`src/rtl/mips_multicycle_ctrl.sv`:
```
// Multicycle MIPS control FSM for a shared-memory datapath.
// Sequences fetch/decode/execute, handshakes memory via req/ready, counts retired instructions.
module mips_multicycle_ctrl #(
   parameter int unsigned CNT_W       = 32,
   parameter bit          ENABLE_ADDI = 1'b1,
   parameter bit          ENABLE_JUMP = 1'b1
) (
   input  logic             i_clk_w,
   input  logic             i_rst_w,
   input  logic [5:0]       i_op_w,
   input  logic [5:0]       i_funct_w,
   input  logic             i_zero_w,
   input  logic             i_mem_ready_w,
   output logic             o_mem_req_w,
   output logic             o_iord_w,
   output logic             o_mem_write_w,
   output logic             o_ir_write_w,
   output logic             o_mem_to_reg_w,
   output logic             o_reg_dst_w,
   output logic             o_reg_write_w,
   output logic             o_alu_src_a_w,
   output logic [1:0]       o_alu_src_b_w,
   output logic [1:0]       o_pc_src_w,
   output logic             o_pc_en_w,
   output logic [2:0]       o_alu_control_w,
   output logic [3:0]       o_state_w,
   output logic             o_illegal_w,
   output logic [CNT_W-1:0] o_retired_cnt_w
);

   localparam logic [3:0] StFetch  = 4'd0;
   localparam logic [3:0] StDecode = 4'd1;
   localparam logic [3:0] StMemAdr = 4'd2;
   localparam logic [3:0] StMemRd  = 4'd3;
   localparam logic [3:0] StMemWb  = 4'd4;
   localparam logic [3:0] StMemWr  = 4'd5;
   localparam logic [3:0] StExec   = 4'd6;
   localparam logic [3:0] StAluWb  = 4'd7;
   localparam logic [3:0] StBranch = 4'd8;
   localparam logic [3:0] StAddiEx = 4'd9;
   localparam logic [3:0] StAddiWb = 4'd10;
   localparam logic [3:0] StJump   = 4'd11;

   localparam logic [5:0] OpR    = 6'b000000;
   localparam logic [5:0] OpLw   = 6'b100011;
   localparam logic [5:0] OpSw   = 6'b101011;
   localparam logic [5:0] OpBeq  = 6'b000100;
   localparam logic [5:0] OpAddi = 6'b001000;
   localparam logic [5:0] OpJ    = 6'b000010;

   logic [3:0]       state_q, state_d;
   logic [CNT_W-1:0] cnt_q;
   logic             retire;
   logic             illegal;
   logic             funct_ok;

   logic       mem_req, iord, mem_write, ir_write, mem_to_reg, reg_dst, reg_write;
   logic       alu_src_a, branch, pc_write;
   logic [1:0] alu_src_b, pc_src, alu_op;

   always_comb begin
      unique case (i_funct_w)
         6'b100000, 6'b100010, 6'b100100, 6'b100101, 6'b101010: funct_ok = 1'b1;
         default:                                              funct_ok = 1'b0;
      endcase
   end

   // Moore control decode; only FETCH's ir_write/pc_write depend on ready.
   always_comb begin
      mem_req    = 1'b0;
      iord       = 1'b0;
      mem_write  = 1'b0;
      ir_write   = 1'b0;
      mem_to_reg = 1'b0;
      reg_dst    = 1'b0;
      reg_write  = 1'b0;
      alu_src_a  = 1'b0;
      alu_src_b  = 2'b00;
      alu_op     = 2'b00;
      pc_src     = 2'b00;
      branch     = 1'b0;
      pc_write   = 1'b0;
      case (state_q)
         StFetch: begin
            mem_req   = 1'b1;
            alu_src_b = 2'b01;
            if (i_mem_ready_w) begin
               ir_write = 1'b1;
               pc_write = 1'b1;
            end
         end
         StDecode: alu_src_b = 2'b11;
         StMemAdr, StAddiEx: begin
            alu_src_a = 1'b1;
            alu_src_b = 2'b10;
         end
         StMemRd: begin
            mem_req = 1'b1;
            iord    = 1'b1;
         end
         StMemWr: begin
            mem_req   = 1'b1;
            iord      = 1'b1;
            mem_write = 1'b1;
         end
         StMemWb: begin
            mem_to_reg = 1'b1;
            reg_write  = 1'b1;
         end
         StExec: begin
            alu_src_a = 1'b1;
            alu_op    = 2'b10;
         end
         StAluWb: begin
            reg_dst   = 1'b1;
            reg_write = 1'b1;
         end
         StBranch: begin
            alu_src_a = 1'b1;
            alu_op    = 2'b01;
            branch    = 1'b1;
            pc_src    = 2'b01;
         end
         StAddiWb: reg_write = 1'b1;
         StJump: begin
            pc_src   = 2'b10;
            pc_write = 1'b1;
         end
         default: ;
      endcase
   end

   always_comb begin
      state_d = StFetch;
      illegal = 1'b0;
      retire  = 1'b0;
      case (state_q)
         StFetch:  state_d = i_mem_ready_w ? StDecode : StFetch;
         StDecode: begin
            if (i_op_w == OpLw || i_op_w == OpSw)        state_d = StMemAdr;
            else if (i_op_w == OpR && funct_ok)          state_d = StExec;
            else if (i_op_w == OpBeq)                    state_d = StBranch;
            else if (i_op_w == OpAddi && ENABLE_ADDI)    state_d = StAddiEx;
            else if (i_op_w == OpJ && ENABLE_JUMP)       state_d = StJump;
            else                                         illegal = 1'b1;
         end
         StMemAdr: state_d = (i_op_w == OpSw) ? StMemWr : StMemRd;
         StMemRd:  state_d = i_mem_ready_w ? StMemWb : StMemRd;
         StMemWr: begin
            state_d = i_mem_ready_w ? StFetch : StMemWr;
            retire  = i_mem_ready_w;
         end
         StExec:   state_d = StAluWb;
         StAddiEx: state_d = StAddiWb;
         StMemWb, StAluWb, StBranch, StAddiWb, StJump: retire = 1'b1;
         default: ;
      endcase
   end

   always_comb begin
      unique case (alu_op)
         2'b00: o_alu_control_w = 3'b010;
         2'b01: o_alu_control_w = 3'b110;
         2'b10: begin
            case (i_funct_w)
               6'b100010: o_alu_control_w = 3'b110;
               6'b100100: o_alu_control_w = 3'b000;
               6'b100101: o_alu_control_w = 3'b001;
               6'b101010: o_alu_control_w = 3'b111;
               default:   o_alu_control_w = 3'b010;
            endcase
         end
         default: o_alu_control_w = 3'b010;
      endcase
   end

   always_ff @(posedge i_clk_w or negedge i_rst_w) begin
      if (!i_rst_w) begin
         state_q <= StFetch;
         cnt_q   <= '0;
      end else begin
         state_q <= state_d;
         if (retire) cnt_q <= cnt_q + CNT_W'(1);
      end
   end

   // Side-effecting strobes are gated by reset so they drop the instant it asserts.
   assign o_mem_req_w     = mem_req & i_rst_w;
   assign o_mem_write_w   = mem_write & i_rst_w;
   assign o_ir_write_w    = ir_write & i_rst_w;
   assign o_reg_write_w   = reg_write & i_rst_w;
   assign o_pc_en_w       = (pc_write | (branch & i_zero_w)) & i_rst_w;
   assign o_illegal_w     = illegal & i_rst_w;
   assign o_iord_w        = iord;
   assign o_mem_to_reg_w  = mem_to_reg;
   assign o_reg_dst_w     = reg_dst;
   assign o_alu_src_a_w   = alu_src_a;
   assign o_alu_src_b_w   = alu_src_b;
   assign o_pc_src_w      = pc_src;
   assign o_state_w       = state_q;
   assign o_retired_cnt_w = cnt_q;

endmodule
```
`config.mk`:
```
export PLATFORM = sky130hd
export DESIGN_NAME = mips_multicycle_ctrl
export DESIGN_NICKNAME = d
export VERILOG_FILES = /design/src/rtl/mips_multicycle_ctrl.sv
export SDC_FILE = /design/constraint.sdc
export NUM_CORES = 1
export LEC_CHECK = 0
export BUFFER_PORTS_ARGS = -buffer_cell sky130_fd_sc_hd__buf_2
export CAP_MARGIN = 20
export CORE_MARGIN = 4
export CORE_UTILIZATION = 51
export CTS_CLUSTER_SIZE = 8
export DETAILED_ROUTE_END_ITERATION = 8
export PLACE_DENSITY = 0.91
export SLEW_MARGIN = 20
export SYNTH_ARGS = -nofsm -noshare
export SYNTH_HDL_FRONTEND = slang
export SYNTH_SLANG_ARGS = --single-unit
```
`constraint.sdc`:
```
create_clock -name i_clk_w -period 2.4 [get_ports i_clk_w]
set_input_delay 0.24 -clock i_clk_w [delete_from_list [all_inputs] [get_ports i_clk_w]]
set_output_delay 0.24 -clock i_clk_w [all_outputs]
set_load 0.1 [all_outputs]
```
# Yosys cells after proc, flatten, opt, wreduce, memory -nomap -nowiden
# Cells that the tools add are included.
# totals
regBits	36
# op_classes
muxes	34
eq_ne	23
add_sub_neg	1
bitwise_logic	8
reduce_logical	11
# op_table
cell	count
6-bit == test, second input constant	7
32-bit by 1-bit adder with 32-bit output, second input constant	1
4-bit case mux with 7 select lines	1
4-bit 2-to-1 mux	5
1-bit 2-to-1 mux	18
4-bit by 3-bit == test with 1-bit output, second input constant	4
4-bit == test, second input constant	4
3-bit case mux with 4 select lines	1
5-bit OR reduction	2
3-bit 2-to-1 mux	3
4-bit by 2-bit == test with 1-bit output, second input constant	2
2-bit case mux with 2 select lines	2
1-bit AND	7
6-bit by 2-bit == test with 1-bit output, second input constant	1
6-bit by 3-bit == test with 1-bit output, second input constant	1
6-bit by 4-bit == test with 1-bit output, second input constant	1
6-bit logical NOT	1
2-bit case mux with 3 select lines	1
3-bit case mux with 2 select lines	1
3-bit OR reduction	2
4-bit by 1-bit == test with 1-bit output, second input constant	1
4-bit logical NOT	1
1-bit case mux with 2 select lines	2
2-bit OR reduction	2
6 further kinds	6

# Longest topological paths before layout
# depth
depth_word	8
mapped_depth	8
mapped_depth_nobuf	7

# Worst setup path before layout
# No wires, ideal clock.
# synth_timing
path_type	reg-to-output
from	reg state_q[2] (netlist: o_state_w[2])
to	out o_ir_write_w
required_ns	2.160
path_stages_with_launch	5
t_arrival_ns	4.247
path_buffers	1
path_slack_ns	-2.087
path_cell_list	dfrtp_1 > buf_2 > inv_1 > nand2_1 > nor4_1
# synth_via
elab_chain_len	3
# synth_rtl
element	line	source
start, declared	51	logic [3:0] state_q, state_d;
start signal, assigned	179	state_q <= StFetch;
start signal, assigned	182	state_q <= state_d;
4-bit logical NOT	83	case (state_q)
1-bit 2-to-1 mux	83	
1-bit AND	190	assign o_ir_write_w = ir_write & i_rst_w;
end, declared	17	output logic o_ir_write_w,
# No other way between the ends.

# Final worst setup path
# layout_timing
from	reg state_q[2] (netlist: o_state_w[2])
to	out o_alu_control_w[1]
# layout_via
elab_chain_len	4
# layout_rtl
element	line	source
4-bit == test / 4-bit by 3-bit == test with 1-bit output (equally long branches)	83	
2-bit case mux with 2 select lines (*)	83	
2-bit == test / 2-bit by 1-bit == test with 1-bit output (equally long branches)	161	unique case (alu_op)
3-bit case mux with 2 select lines (*)	161	
end, declared	25	output logic [2:0] o_alu_control_w,
# Mark *: on every way between the ends. The rest lies on a longest branch, timed or not.

==> summary.txt <==
CTS
  • Clk slew on worst S/H paths: roughly 0.060 ns
  • CTS Buf Count: 5
  • Clock sink count: 36
  • Worst skew pair latency: ~0.28 ns
  • CTS max path bufs: 2
  • CTS tree: done
  • Clock Tree Root: clkbuf_8
  • Setup bufs post-CTS: 0
  • # H-tree levels: 2

Worst hold path
  • Worst min-delay path class: in -> reg
  • Hold Path Sink: o_state_w[0]
  • Hold path depth: 4
  • Hold path start: i_op_w[4]

Synth
  • Unique cell type count in the Yosys netlist: 46
  • Primary FF master, synth: dfrtp_1
  • Register area share after synthesis: between 40% and 50%
  • Synth top cells by count: 36 x dfrtp_1, 25 x nor2_1, 24 x nand2_1
  • Top cell type's share of synthesized area: approximately two fifths
  • Synthesized flop and latch total: 36
  • Syn nets: around 260
  • Mapped cell area: 2220 um2
  • Ys async rst share: 100%
  • Post-synth top area cell: dfrtp_1
  • Yosys synthesis warning count: 0
  • Number of flops mapped to enable cells by yosys: 0
  • Synth area leaders: dfrtp_1 40%, xor2_1 6.7%, xnor2_1 6.3%
  • Gate Count Post-Synth: approximately 240
  • Mean post-synth cell area: between 9 and 10 um2
  • Count leader, synth: dfrtp_1

Finish
  • Multi-input gate area: ~1400 um2
  • Fin nets: roughly 340
  • Share of layout cells above drive strength 1: a little under two fifths
  • Register area: 921 um2
  • Fin util: 71.4%
  • ANT cells: 0
  • Post-route cell area: between 2000 and 3000 um2
  • Syn-to-layout area delta: 32.1%
  • Fill count: between 300 and 400

Drt
  • WL/cell: ~15 um
  • Via count: just over 2000
  • Routed WL: 5.42 mm
  • # DRC: 0
  • Via-per-instance ratio: 5.60
  • First DRT Iteration DRCs: 210
  • Detailed Routing Iterations Pass 1: 5
  • Final ANT Viol Nets: 0

Critical path
  • WS Path Type: reg -> out
  • R2r startpoint: o_state_w[1]
  • Worst r2r dst: o_retired_cnt_w[24]
  • Crit-path max FO: 7
  • Reg2reg path depth: 6
  • Critical Path End Type: primary output
  • CP Launch Type: flop
  • Cell-by-cell trace of the critical path: inv_8 -> nand2_4 -> or3_4 -> ha_4 -> a211o_2 -> buf_6
  • Reg2Reg Setup Slack: roughly 0.34 ns
  • CP max-delay cell: dfrtp_4
  • Crit path DAT: 2.08 ns
  • Worst path required time: about 2.2 ns
  • Largest stage delay on the critical path: around 0.51 ns

STA
  • Final hold viol count: 0
  • Count of final setup violators: 0
  • Crit share post-route: 96.6%
  • Final min period: around 2.3 ns
  • Setup_tns: 0 ns
  • Worst slew margin: about 67%
  • Max Fclk: roughly 0.43 GHz
  • Max-slew violation count: 0
  • RSZ-0062 raised after global routing: no
  • Fin Clk Skew: ~0.0064 ns
  • Worst hold slack: around 0.28 ns
  • Slew @ Worst Pin: 0.496 ns

Pwr
  • Total chip power: ~2.9 mW
  • LEAKAGE: around 1.5 nW
  • Power Density: slightly below 1000 nW/um2
  • Maximum vdd ir drop: approximately 0.85 mV

GRT
  • Total GRT Usage: about a fifth
  • Grt ovf: 0
  • First-pass GRT wire length: a little over 9 mm
  • Vias in the first global route: a little over 2000
  • Initial antenna violation count: 0
  • Largest net degree at the start of global routing: 25

Die
  • Die area: between 5000 and 6000 um2
  • Num rows: 23
  • Core ar.: 4120 um2
  • Die Wd: roughly 74 um
  • I/O pin count: between 60 and 70
  • Initial Util: a little over half
  • Chip height: 74.0 um

Run
  • Max-Cap Viols: 0

Placement
  • DPL Wire Length: ~4.1 mm
  • Area after DPL: 2780 um2
  • Port bufs: a little under 70
  • GPL Wtd Cong: around 0.85

Run status
  • Status: completed
placed cells by master, fill, tap and decap left out, drive strengths merged, types with 2 or more instances in the layout:
cell / instances
xor2: 17
o21ai: 10
nand2b: 2
and3: 5
nor2b: 6
nor2: 25
nor3b: 3
inv: 15
nand2: 25
or3: 3
xnor2: 17
ha: 3
nor3: 19
mux2i: 2
dfrtp: 36
buf: 70
nand3: 8
mux2: 2
nor4: 7
nand4: 13
a21oi: 6
clkbuf: 9
metal layers:
metal | track usage [%] | up-vias | routed length, um | share of wire, %
met4 | 6.84 | 0 | 85 | 1.6
met1 | 27.3 | 984 | 2350 | 43
li1 | - | 994 | - | -
met2 | 35.7 | 77 | 2670 | 49
met3 | 3.24 | 10 | 315 | 5.8
met5 | 0 | - | 0 | 0
how the worst max path moves through the flow:
stage / slack, ns / depth (start not counted) / start / end
after floorplan: -0.28 / 8 / o_state_w[2] / o_alu_control_w[2]
after CTS: 0.01 / 6 / o_state_w[3] / o_reg_write_w
after global routing: 0.01 / 6 / o_state_w[3] / o_illegal_w
after detailed placement: 0.21 / 6 / o_state_w[2] / o_alu_control_w[1]
after global placement: 0.22 / 6 / o_state_w[2] / o_alu_control_w[1]
final: 0.08 / 6 / o_state_w[2] / o_alu_control_w[1]
state kept, by name (all words and copies together) (netlist names):
signal / count
o_state_w: 4
o_retired_cnt_w: 32
what timing repair did:
item,CTS,global route
hold buffers,1,0
hold endpoints to repair,12,0
cloned,0,0
setup endpoints to repair,1,2
gates resized for setup,3,2
worst max-delay path, delay by kind of cell, from the launching register on:
| kind | cells | cell delay (ns) |
|---|---|---|
| AOI/OAI and AO/OA | 1 | 0.31 |
| and+or+nand+nor | 2 | 0.45 |
| buffers and inverters | 2 | 0.26 |
| adders and majority gates | 1 | 0.26 |
| DFF | 1 | 0.51 |
logic make-up (layout without fill, tap and decap cells):
| group | after synthesis | after routing | share of synthesized area [%] |
|---|---|---|---|
| AO/OA/AOI/OAI | 26 | 26 | 8.21 |
| adder cells (fa/ha/maj) | 3 | 3 | 1.69 |
| buffers and inverters | 22 | 97 | 4.22 |
| flip-flops | 36 | 36 | 40.5 |
| XOR/XNOR | 34 | 34 | 13.7 |
| AND/OR/NAND/NOR | 119 | 119 | 29.8 |
| multiplexers | 4 | 4 | 1.91 |
cell type report:
cell class | count | share of cell area [%]
multi-input cells | 186 | 46.0
flip-flops and latches | 36 | 31.3
repair buffers | 73 | 13.8
clock buffers | 7 | 3.28
inverters | 16 | 2.43
well taps | 50 | 2.13
clock inverters | 1 | 1.02
where the power goes:
part	leakage, nW	switching, mW	internal [mW]	total, mW
logic	0.942	1.20	0.311	1.51
clock network	0.0645	0.210	0.367	0.577
registers	0.445	0.117	0.669	0.787
total	1.45	1.53	1.35	2.87
per-stage QoR:
stage | instances | setup WS, ns
final | 369 | 0.0815
after CTS | 369 | 0.0106
after global placement | 360 | 0.221
after detailed placement | 360 | 0.205
after floorplan | 244 | -0.276
after global routing | 369 | 0.0108
No activity file was read; power rests on OpenSTA's default activity.
